[config.mk]
export PLATFORM = sky130hd
export DESIGN_NAME = pc_fetch_unit_flat
export DESIGN_NICKNAME = d
export VERILOG_FILES = /design/src/rtl/pc_fetch_if.sv /design/src/rtl/pc_fetch_unit.sv /design/src/flat_wrapper.sv
export SDC_FILE = /design/constraint.sdc
export NUM_CORES = 1
export LEC_CHECK = 0
export ABC_AREA = 1
export ABC_CLOCK_PERIOD_IN_PS = 6190
export BUFFER_PORTS_ARGS = -buffer_cell sky130_fd_sc_hd__buf_2
export CAP_MARGIN = 20
export CELL_PAD_IN_SITES_DETAIL_PLACEMENT = 1
export CELL_PAD_IN_SITES_GLOBAL_PLACEMENT = 1
export CORE_ASPECT_RATIO = 0.5
export CORE_UTILIZATION = 38
export DETAILED_ROUTE_END_ITERATION = 10
export GPL_TIMING_DRIVEN = 0
export PLACE_DENSITY_LB_ADDON = 0.25
export SLEW_MARGIN = 20
export SYNTH_ARGS = -nofsm -noshare
export SYNTH_HDL_FRONTEND = slang
export SYNTH_SLANG_ARGS = --single-unit
[constraint.sdc]
create_clock -name clk -period 6.19 [get_ports clk]
set_input_delay 0.619 -clock clk [delete_from_list [all_inputs] [get_ports clk]]
set_output_delay 0.619 -clock clk [all_outputs]
set_load 0.01 [all_outputs]
[src/rtl/pc_fetch_if.sv]
// Fetch-unit bus: branch-control redirect, i-cache read port and decode-side outputs.
// The fetch unit is the master; branch control, i-cache and decode form the slave side.
interface pc_fetch_if;
  logic [1:0]  pcmux_sel;
  logic        redirect_valid;
  logic [15:0] br_target;
  logic [15:0] trap_vector;
  logic        stall_in;
  logic        icache_read;
  logic [15:0] icache_addr;
  logic        icache_resp;
  logic [15:0] icache_rdata;
  logic        if_valid;
  logic [15:0] if_instr;
  logic [15:0] if_pc;
  logic [15:0] if_pc_plus2;
  logic [15:0] fetch_count;
  logic [15:0] redirect_count;

  modport master (
    input  pcmux_sel, redirect_valid, br_target, trap_vector, stall_in,
           icache_resp, icache_rdata,
    output icache_read, icache_addr, if_valid, if_instr, if_pc, if_pc_plus2,
           fetch_count, redirect_count
  );

  modport slave (
    output pcmux_sel, redirect_valid, br_target, trap_vector, stall_in,
           icache_resp, icache_rdata,
    input  icache_read, icache_addr, if_valid, if_instr, if_pc, if_pc_plus2,
           fetch_count, redirect_count
  );
endinterface

[src/rtl/pc_fetch_unit.sv]
// PC generation and single-entry instruction fetch with redirect/drain handling.
// Optional performance counters are built only when PC_FETCH_PERF_EN is defined.
//
// state | meaning
// FETCH | read request at pc, waiting for the i-cache response
// VALID | holding a fetched instruction until downstream accepts it
// DRAIN | finishing a read made stale by a redirect; then jump to pending target
module pc_fetch_unit #(
  parameter logic [15:0] RESET_PC = 16'h0000
) (
  input logic        clk,
  input logic        reset,
  pc_fetch_if.master bus
);

  typedef enum logic [1:0] {FETCH, VALID, DRAIN} state_t;

  state_t      state_q, state_d;
  logic [15:0] pc_q, pc_d;
  logic [15:0] pend_q, pend_d;
  logic [15:0] instr_q, if_pc_q, if_pc_plus2_q;
  logic [15:0] pc_plus2;
  logic [15:0] redir_target;
  logic        redir;
  logic        capture;

  assign pc_plus2     = pc_q + 16'd2;
  assign redir        = bus.redirect_valid &&
                        (bus.pcmux_sel == 2'b01 || bus.pcmux_sel == 2'b10);
  assign redir_target = (bus.pcmux_sel == 2'b01) ? {bus.br_target[15:1], 1'b0}
                                                 : {bus.trap_vector[15:1], 1'b0};

  always_ff @(posedge clk or posedge reset) begin
    if (reset) begin
      state_q       <= FETCH;
      pc_q          <= RESET_PC;
      pend_q        <= '0;
      instr_q       <= '0;
      if_pc_q       <= '0;
      if_pc_plus2_q <= '0;
    end else begin
      state_q <= state_d;
      pc_q    <= pc_d;
      pend_q  <= pend_d;
      if (capture) begin
        instr_q       <= bus.icache_rdata;
        if_pc_q       <= pc_q;
        if_pc_plus2_q <= pc_plus2;
      end
    end
  end

  always_comb begin
    state_d         = state_q;
    pc_d            = pc_q;
    pend_d          = pend_q;
    capture         = 1'b0;
    bus.icache_read = 1'b0;
    bus.icache_addr = pc_q;
    unique case (state_q)
      FETCH: begin
        bus.icache_read = 1'b1;
        if (redir) begin
          if (bus.icache_resp) begin
            pc_d = redir_target;
          end else begin
            pend_d  = redir_target;
            state_d = DRAIN;
          end
        end else if (bus.icache_resp) begin
          capture = 1'b1;
          pc_d    = pc_plus2;
          state_d = VALID;
        end
      end
      VALID: begin
        // a redirect wins over stall: the held instruction is on the wrong path
        if (redir) begin
          pc_d    = redir_target;
          state_d = FETCH;
        end else if (!bus.stall_in) begin
          state_d = FETCH;
        end
      end
      DRAIN: begin
        bus.icache_read = 1'b1;
        if (redir) pend_d = redir_target;
        if (bus.icache_resp) begin
          pc_d    = redir ? redir_target : pend_q;
          state_d = FETCH;
        end
      end
      default: state_d = FETCH;
    endcase
  end

  assign bus.if_valid    = (state_q == VALID);
  assign bus.if_instr    = instr_q;
  assign bus.if_pc       = if_pc_q;
  assign bus.if_pc_plus2 = if_pc_plus2_q;

`ifdef PC_FETCH_PERF_EN
  logic [15:0] fetch_cnt_q, redir_cnt_q;

  always_ff @(posedge clk or posedge reset) begin
    if (reset) begin
      fetch_cnt_q <= '0;
      redir_cnt_q <= '0;
    end else begin
      if (capture) fetch_cnt_q <= fetch_cnt_q + 16'd1;
      if (redir)   redir_cnt_q <= redir_cnt_q + 16'd1;
    end
  end

  assign bus.fetch_count    = fetch_cnt_q;
  assign bus.redirect_count = redir_cnt_q;
`else
  assign bus.fetch_count    = 16'h0000;
  assign bus.redirect_count = 16'h0000;
`endif

endmodule

[src/flat_wrapper.sv]
// flat-port wrapper written by rule: the top's interface ports become plain ports
module pc_fetch_unit_flat 
#(
  parameter logic [15:0] RESET_PC = 16'h0000
)
  (clk, reset, bus_pcmux_sel, bus_redirect_valid, bus_br_target, bus_trap_vector, bus_stall_in, bus_icache_resp, bus_icache_rdata, bus_icache_read, bus_icache_addr, bus_if_valid, bus_if_instr, bus_if_pc, bus_if_pc_plus2, bus_fetch_count, bus_redirect_count);
  pc_fetch_if bus_i ();
  input logic clk;
  input logic reset;
  input wire logic [$bits(bus_i.pcmux_sel)-1:0] bus_pcmux_sel;
  input wire logic [$bits(bus_i.redirect_valid)-1:0] bus_redirect_valid;
  input wire logic [$bits(bus_i.br_target)-1:0] bus_br_target;
  input wire logic [$bits(bus_i.trap_vector)-1:0] bus_trap_vector;
  input wire logic [$bits(bus_i.stall_in)-1:0] bus_stall_in;
  input wire logic [$bits(bus_i.icache_resp)-1:0] bus_icache_resp;
  input wire logic [$bits(bus_i.icache_rdata)-1:0] bus_icache_rdata;
  output wire logic [$bits(bus_i.icache_read)-1:0] bus_icache_read;
  output wire logic [$bits(bus_i.icache_addr)-1:0] bus_icache_addr;
  output wire logic [$bits(bus_i.if_valid)-1:0] bus_if_valid;
  output wire logic [$bits(bus_i.if_instr)-1:0] bus_if_instr;
  output wire logic [$bits(bus_i.if_pc)-1:0] bus_if_pc;
  output wire logic [$bits(bus_i.if_pc_plus2)-1:0] bus_if_pc_plus2;
  output wire logic [$bits(bus_i.fetch_count)-1:0] bus_fetch_count;
  output wire logic [$bits(bus_i.redirect_count)-1:0] bus_redirect_count;
  assign bus_i.pcmux_sel = bus_pcmux_sel;
  assign bus_i.redirect_valid = bus_redirect_valid;
  assign bus_i.br_target = bus_br_target;
  assign bus_i.trap_vector = bus_trap_vector;
  assign bus_i.stall_in = bus_stall_in;
  assign bus_i.icache_resp = bus_icache_resp;
  assign bus_i.icache_rdata = bus_icache_rdata;
  assign bus_icache_read = bus_i.icache_read;
  assign bus_icache_addr = bus_i.icache_addr;
  assign bus_if_valid = bus_i.if_valid;
  assign bus_if_instr = bus_i.if_instr;
  assign bus_if_pc = bus_i.if_pc;
  assign bus_if_pc_plus2 = bus_i.if_pc_plus2;
  assign bus_fetch_count = bus_i.fetch_count;
  assign bus_redirect_count = bus_i.redirect_count;
  pc_fetch_unit #(.RESET_PC(RESET_PC)) u_core (.clk(clk), .reset(reset), .bus(bus_i));
endmodule
==> results of run 1 <==
[flip-flops by register name, summed over array words and instances (netlist names)]
name / flops
u_core.bus.if_instr: 16
u_core.bus.if_pc_plus2: 16
u_core.bus.icache_addr: 16
u_core.pend_q: 16
u_core.bus.if_pc: 15
u_core.state_q: 2
[Yosys cell counts, types with 2 or more instances]
master	count	share of area [%]
sky130_fd_sc_hd__nand2_1	258	21
sky130_fd_sc_hd__dfrtp_1	81	44
sky130_fd_sc_hd__o21ai_0	53	5.8
sky130_fd_sc_hd__inv_1	45	3.7
sky130_fd_sc_hd__a21oi_1	35	3.8
sky130_fd_sc_hd__buf_4	34	5.6
sky130_fd_sc_hd__nand3_1	31	3.4
sky130_fd_sc_hd__nor2_1	28	2.3
sky130_fd_sc_hd__clkbuf_1	18	1.5
sky130_fd_sc_hd__a31oi_1	15	2.1
sky130_fd_sc_hd__buf_2	7	0.77
sky130_fd_sc_hd__ha_1	6	1.6
sky130_fd_sc_hd__buf_6	5	1.2
sky130_fd_sc_hd__nand4_1	3	0.41
sky130_fd_sc_hd__o21ai_1	2	0.22
[logic make-up after synthesis]
group	synth area share (%)
AOI/OAI and AO/OA	12.66
adders and majority gates	1.641
DFF	44.31
buffers and inverters	12.91
and+or+nand+nor	28.39
other	0.08198
[worst paths after layout]
kind / from / endpoint / slack [ns] / depth (start not counted)
setup / recovery: u_core.state_q[0] / bus_icache_read / 3.99 / 5
hold / removal: reset / u_core.bus.if_instr[0] / 0.31 / 2
setup reg to reg: u_core.state_q[0] / u_core.bus.icache_addr[8] / 4.15 / 9
hold reg to reg: u_core.bus.if_pc[4] / u_core.bus.if_pc[4] / 0.47 / 2
max in group asynchronous: reset / u_core.state_q[1] / 5.28 / 3
min in group clk: u_core.bus.if_pc[4] / u_core.bus.if_pc[4] / 0.47 / 2
[cell type report]
cell class / count / area (sq um)
Tap cell: 159 / 198.9
Fill cell: 1508 / 5512
Inverter: 47 / 178.9
Multi-Input combinational cell: 474 / 2073
Timing Repair Buffer: 119 / 618.1
Clock inverter: 6 / 90.09
Clock buffer: 10 / 239.0
Sequential cell: 81 / 2027
Buffer: 64 / 414.1
[critical path: stages, from the launching register on]
cell and delay (ns):
sky130_fd_sc_hd__dfrtp_1 0.40, sky130_fd_sc_hd__inv_1 0.08, sky130_fd_sc_hd__ha_1 0.21, sky130_fd_sc_hd__buf_6 0.13
sky130_fd_sc_hd__or2_4 0.26, sky130_fd_sc_hd__buf_2 0.15
[per-layer routing]
metal / global-route usage, % / wire length [um] / vias to the layer above
li1: - / - / 2289
met1: 34.68 / 7261 / 2233
met2: 40.53 / 6295 / 170
met3: 5.429 / 1070 / 15
met4: 5.243 / 126 / 0
met5: 0 / 0 / -
[power groups by stage]
stage,clock network [mW],logic [mW],registers [mW]
floorplan,0,0.863,1.04
detailed placement,0,1.47,0.973
global placement,0,1.42,0.958
CTS,0.592,1.49,0.965
finish,0.586,1.48,0.966
global route,0.612,1.68,0.998
==> tab_implementation.tex, run 1 <==
\begin{tabular}{lr}
\hline
Metric & Value \\
\hline
\multicolumn{2}{l}{\textbf{Power and ir drop}} \\
Worst supply voltage drop on vdd & 195.6 uV \\
Tot Pwr & 3.035 mW \\
Share of power burned in the clock network & 19.3\% \\
Pwr dens & 519.7 mW/mm\^{}2 \\
Combinational fraction of design power & 48.9\% \\
Internal power & 1.698 mW \\
Share of power burned in registers & 31.8\% \\
Psw & 1.337 mW \\
Leakage power summed over all cells & 3.232 nW \\
Sw frac & 44.04\% \\
\multicolumn{2}{l}{\textbf{Synth}} \\
Cell count after synthesis & 635 \\
Ys flop type & sky130\_fd\_sc\_hd\_\_dfrtp\_1 \\
Sequential element share of the synthesized area & 44.31\% \\
Count of state elements after synthesis & 81 \\
Unique masters post-synth & 29 \\
Synthesized area per cell & 7.204 sq um \\
Async set or reset register ratio after synthesis & 100.0\% \\
Warnings, synthesis & 0 \\
Post-synthesis cell area & 0.004574 sq mm \\
EDFF count, synth & 0 \\
\multicolumn{2}{l}{\textbf{Timing}} \\
Hold Worst Slack & 0.3120 ns \\
Final sum of negative setup slack & 0 ns \\
Count of endpoints failing hold in the final timing report & 0 \\
Worst-margin pin slew & 0.7215 ns \\
Headroom to the max-slew limit & 51.39\% \\
Final setup violation count & 0 \\
Clock skew after layout & 0.008966 ns \\
Max Transition Viols Final & 0 \\
Setup repair after global routing missed its margin & false \\
Final worst path period share & 35.58\% \\
Fmax & 0.4540 GHz \\
Tmin final & 2.203 ns \\
Worst setup margin & 3.987 ns \\
\multicolumn{2}{l}{\textbf{Global routing}} \\
Pin count of the biggest net entering global routing & 47 \\
Total overflow reported by the global router & 0 \\
Total routing usage reported by global routing & 25.14\% \\
Number of global-route vias before repair & 4726 \\
Initial antenna violation count & 0 \\
Wire length of the first global-routing pass & 24260 um \\
\multicolumn{2}{l}{\textbf{Status}} \\
Result of the run & finished, final reports clean \\
\multicolumn{2}{l}{\textbf{Cells and area}} \\
Commonest cells after routing, fill and taps aside & sky130\_fd\_sc\_hd\_\_nand2\_1, sky130\_fd\_sc\_hd\_\_buf\_2, sky130\_fd\_sc\_hd\_\_dfrtp\_1 \\
Layout-stage area growth over the synthesis result & 27.65\% \\
Finished Layout Cells & 960 \\
Antenna Diode Count & 0 \\
Leading cell type in the layout, fill and taps excluded & sky130\_fd\_sc\_hd\_\_nand2\_1 \\
Summed area of non-filler cells in the final layout & 0.005839 sq mm \\
Net count, final & 857 \\
Proportion of layout cells with a drive suffix above 1 & 23.47\% \\
Share of the core filled with cells & 51.44\% \\
\multicolumn{2}{l}{\textbf{Clock network}} \\
Later-pin clock latency in the skew report & 0.34 ns \\
CTS H-tree depth & 3 \\
Clock Path Buffers & 2 \\
Number of buffers created by CTS & 9 \\
TritonCTS clock tree & built \\
CTS Hold Bufs & 0 \\
Post-CTS clock slew at the launch and capture registers of the worst setup and hold paths & 0.06 ns \\
TritonCTS Sinks & 81 \\
Setup fix buffers added after clock tree synthesis & 0 \\
Clock tree root driver cell & sky130\_fd\_sc\_hd\_\_clkbuf\_16 \\
Quantity of gates resized following cts & 0 \\
\multicolumn{2}{l}{\textbf{Floorplan}} \\
Core ar. & 0.01135 sq mm \\
Die W & 157.2 um \\
Die height & 79.58 um \\
Total number of placement rows & 27 \\
Overall die area & 0.01251 sq mm \\
Io pins & 153 \\
Initial core utilization & 40.30\% \\
\multicolumn{2}{l}{\textbf{Setup path}} \\
CP Launch Type & flop \\
Worst path arrival time & 1.58 ns \\
Kind of end point of the critical path & output port \\
Worst setup path category & flop to output port \\
Data required time at the worst endpoint & 5.57 ns \\
Highest fanout seen on the critical path & 8 \\
\multicolumn{2}{l}{\textbf{Placement}} \\
Number of placed instances, taps included & 944 \\
Number of I/O port buffers & 118 \\
GP Congestion & 0.8571 \\
Placed standard-cell area & 0.005510 sq mm \\
Half-perimeter wire length after detailed placement & 11590 um \\
Setup slack after placement & 3.733 ns \\
\multicolumn{2}{l}{\textbf{Drt}} \\
Total wire length & 14750 um \\
Routed len/inst & 15.37 um \\
Detailed-route DRC error count & 0 \\
Number of nets with antenna violations after routing & 0 \\
Overall via count from detail\_route & 4707 \\
Drt initial violations & 240 \\
First drt pass iteration count & 5 \\
Average via count per standard cell & 4.903 \\
\multicolumn{2}{l}{\textbf{Job}} \\
Max\_cap viols & 0 \\
\multicolumn{2}{l}{\textbf{Worst hold path}} \\
Min-Delay Path Class & input pin to asynchronous set/reset pin \\
\hline
\end{tabular}
Power figures use the tool's default switching activity.
==> run 2, diff against run 1 <==
ABC_CLOCK_PERIOD_IN_PS = 2050   (was 6190)
CORE_UTILIZATION = 36   (was 38)
clock period = 2.05 ns   (was 6.19 ns; I/O delays follow)
==> run 2 against run 1 <==
Compared with the run above:
- final cell count increased by 1.1%
- sequential power rose to 3.0 times the previous value
- worst hold slack worse by 0.24 ns
- critical path depth grew 5
- first-iteration DRC count is 8.8% higher
- clock skew decreased by 0.0041 ns
- global-route usage is 2.4 points lower
- largest power group unchanged
==> tab_implementation.tex, run 2 (synthesis results as in run 1) <==
\begin{tabular}{lr}
\hline
Metric & Value \\
\hline
\multicolumn{2}{l}{\textbf{Status}} \\
Result of the run & finished, final reports clean (unchanged) \\
\multicolumn{2}{l}{\textbf{Setup path}} \\
Data required time at the worst endpoint & 2.32 ns (was 5.57 ns) \\
Setup slack, reg-to-reg & 0.12 ns (was 4.15 ns) \\
Worst setup path category & flop to flop (was flop to output port) \\
Setup crit end & u\_core.bus.icache\_addr[14] (was bus\_icache\_read) \\
Kind of end point of the critical path & flop (was output port) \\
Highest fanout seen on the critical path & 10 (was 8) \\
Worst setup path start & u\_core.state\_q[0] (unchanged) \\
Worst Reg2Reg Path Length in Cells & 10 (was 9) \\
Endpoint of the worst register-to-register path & u\_core.bus.icache\_addr[14] (was u\_core.bus.icache\_addr[8]) \\
Worst path arrival time & 2.20 ns (was 1.58 ns) \\
Worst R2R Start & u\_core.state\_q[0] (unchanged) \\
CP Launch Type & flop (unchanged) \\
\multicolumn{2}{l}{\textbf{Timing}} \\
Worst-margin pin slew & 0.6850 ns (was 0.7215 ns) \\
Setup repair after global routing missed its margin & false (unchanged) \\
Fmax & 0.5188 GHz \\
Hold Worst Slack & 0.06908 ns (was 0.3120 ns) \\
Final worst path period share & 94.02\% \\
Count of endpoints failing hold in the final timing report & 0 (unchanged) \\
Tmin final & 1.927 ns \\
Final setup violation count & 0 (unchanged) \\
Clock skew after layout & 0.004910 ns (was 0.008966 ns) \\
Worst setup margin & 0.1226 ns (was 3.987 ns) \\
Final sum of negative setup slack & 0 ns (unchanged) \\
Headroom to the max-slew limit & 53.85\% (was 51.39\%) \\
Max Transition Viols Final & 0 (unchanged) \\
\multicolumn{2}{l}{\textbf{Global routing}} \\
Initial antenna violation count & 0 (unchanged) \\
Total routing usage reported by global routing & 22.73\% (was 25.14\%) \\
Wire length of the first global-routing pass & 23140 um (was 24260 um) \\
Total overflow reported by the global router & 0 (unchanged) \\
Pin count of the biggest net entering global routing & 34 (was 47) \\
Number of global-route vias before repair & 4560 (was 4726) \\
\multicolumn{2}{l}{\textbf{Cells and area}} \\
Leading cell type in the layout, fill and taps excluded & sky130\_fd\_sc\_hd\_\_nand2\_1 (unchanged) \\
Commonest cells after routing, fill and taps aside & sky130\_fd\_sc\_hd\_\_nand2\_1, sky130\_fd\_sc\_hd\_\_buf\_2, sky130\_fd\_sc\_hd\_\_dfrtp\_1 (unchanged) \\
Antenna Diode Count & 0 (unchanged) \\
Net count, final & 862 (was 857) \\
Layout-stage area growth over the synthesis result & 28.25\% (was 27.65\%) \\
Proportion of layout cells with a drive suffix above 1 & 24.44\% (was 23.47\%) \\
Share of the core filled with cells & 48.54\% (was 51.44\%) \\
Finished Layout Cells & 971 (was 960) \\
Summed area of non-filler cells in the final layout & 0.005867 sq mm (was 0.005839 sq mm) \\
\multicolumn{2}{l}{\textbf{Drt}} \\
Number of nets with antenna violations after routing & 0 (unchanged) \\
Drt initial violations & 261 (was 240) \\
Met2 layer wire length in the routed design & 6050 um (was 6295 um) \\
Total wire length & 14450 um (was 14750 um) \\
Highest routed layer & met4 (unchanged) \\
Overall via count from detail\_route & 4624 (was 4707) \\
Met3 wirelength from detailed routing & 1000 um (was 1070 um) \\
Detailed-route DRC error count & 0 (unchanged) \\
Average via count per standard cell & 4.762 (was 4.903) \\
Sum of routed wire segments on met1 & 7261 um (unchanged) \\
First drt pass iteration count & 6 (was 5) \\
Routed len/inst & 14.88 um (was 15.37 um) \\
\multicolumn{2}{l}{\textbf{Clock network}} \\
TritonCTS Sinks & 81 (unchanged) \\
CTS H-tree depth & 3 (unchanged) \\
TritonCTS clock tree & built (unchanged) \\
Clock tree root driver cell & sky130\_fd\_sc\_hd\_\_clkbuf\_16 (unchanged) \\
Post-CTS clock slew at the launch and capture registers of the worst setup and hold paths & 0.06 ns (about the same) \\
Clock Path Buffers & 2 (unchanged) \\
Number of buffers created by CTS & 9 (unchanged) \\
Later-pin clock latency in the skew report & 0.34 ns (about the same) \\
\multicolumn{2}{l}{\textbf{Power and ir drop}} \\
Pwr dens & 1531 mW/mm\^{}2 (was 519.7 mW/mm\^{}2) \\
Tot Pwr & 8.984 mW (was 3.035 mW) \\
Worst supply voltage drop on vdd & 545.6 uV (was 195.6 uV) \\
Leakage power summed over all cells & 3.246 nW (was 3.232 nW) \\
\multicolumn{2}{l}{\textbf{Floorplan}} \\
Die W & 161.4 um (was 157.2 um) \\
Die height & 81.71 um (was 79.58 um) \\
Total number of placement rows & 28 (was 27) \\
Overall die area & 0.01319 sq mm (was 0.01251 sq mm) \\
Io pins & 153 (unchanged) \\
Core ar. & 0.01209 sq mm (was 0.01135 sq mm) \\
Initial core utilization & 37.85\% (was 40.30\%) \\
\multicolumn{2}{l}{\textbf{Placement}} \\
Placed standard-cell area & 0.005532 sq mm (was 0.005510 sq mm) \\
Half-perimeter wire length after detailed placement & 11610 um (was 11590 um) \\
GP Congestion & 0.8349 (was 0.8571) \\
Setup slack after placement & -0.01485 ns (was 3.733 ns) \\
Number of I/O port buffers & 118 (unchanged) \\
Number of placed instances, taps included & 951 (was 944) \\
\multicolumn{2}{l}{\textbf{Job}} \\
Max\_cap viols & 0 (unchanged) \\
\multicolumn{2}{l}{\textbf{Worst hold path}} \\
Hold\_sp & bus\_icache\_rdata[14] \\
Min-Delay Path Class & input pin to flop (was input pin to asynchronous set/reset pin) \\
\hline
\end{tabular}
## run 2: what timing repair did
item / CTS / global route
buffers inserted: 0 / 3
gates resized for setup: 0 / 10
hold buffers: 1 / 0
endpoints found under the setup margin: 0 / 56
hold endpoints to repair: 18 / 0
## run 2: where the power goes
part	internal (mW)	switching (mW)	total [mW]
logic	1.68	2.80	4.49
registers	2.38	0.541	2.92
clock network	0.939	0.638	1.58
## run 2: area by class of cell
cell class	instances	area, sq um
fillers	1624	6220
flip-flops and latches	81	2027
multi-input cells	474	2073
clock inverters	7	71.32
repair buffers	124	663.1
plain buffers	64	420.4
well taps	165	206.4
clock buffers	9	225.2
inverters	47	180.2
## run 2: worst min path at each step
stage,end,cells past startpoint
5_1_grt,u_core.bus.if_instr[14],3
4_1_cts,u_core.bus.if_instr[2],3
3_5_place_dp,u_core.bus.if_instr[3],2
3_3_place_gp,u_core.bus.if_instr[14],3
6_report,u_core.bus.if_instr[14],3
2_1_floorplan,u_core.bus.if_instr[0],2
## run 2: worst max-delay path: stages (launching register included)
cell and delay, ns:
sky130_fd_sc_hd__dfrtp_1 0.42, sky130_fd_sc_hd__inv_1 0.08, sky130_fd_sc_hd__ha_1 0.21, sky130_fd_sc_hd__buf_6 0.13, sky130_fd_sc_hd__or2_4 0.27, sky130_fd_sc_hd__nand2_1 0.10, sky130_fd_sc_hd__o211ai_2 0.15, sky130_fd_sc_hd__buf_6 0.18
sky130_fd_sc_hd__a21oi_1 0.17, sky130_fd_sc_hd__nand2_1 0.08, sky130_fd_sc_hd__nand2_1 0.06
## run 2: routing by layer
layer,up-vias,track usage [%]
met5,-,0
met3,12,4.394
li1,2295,-
met2,180,36.59
met1,2137,31.80
met4,0,5.189
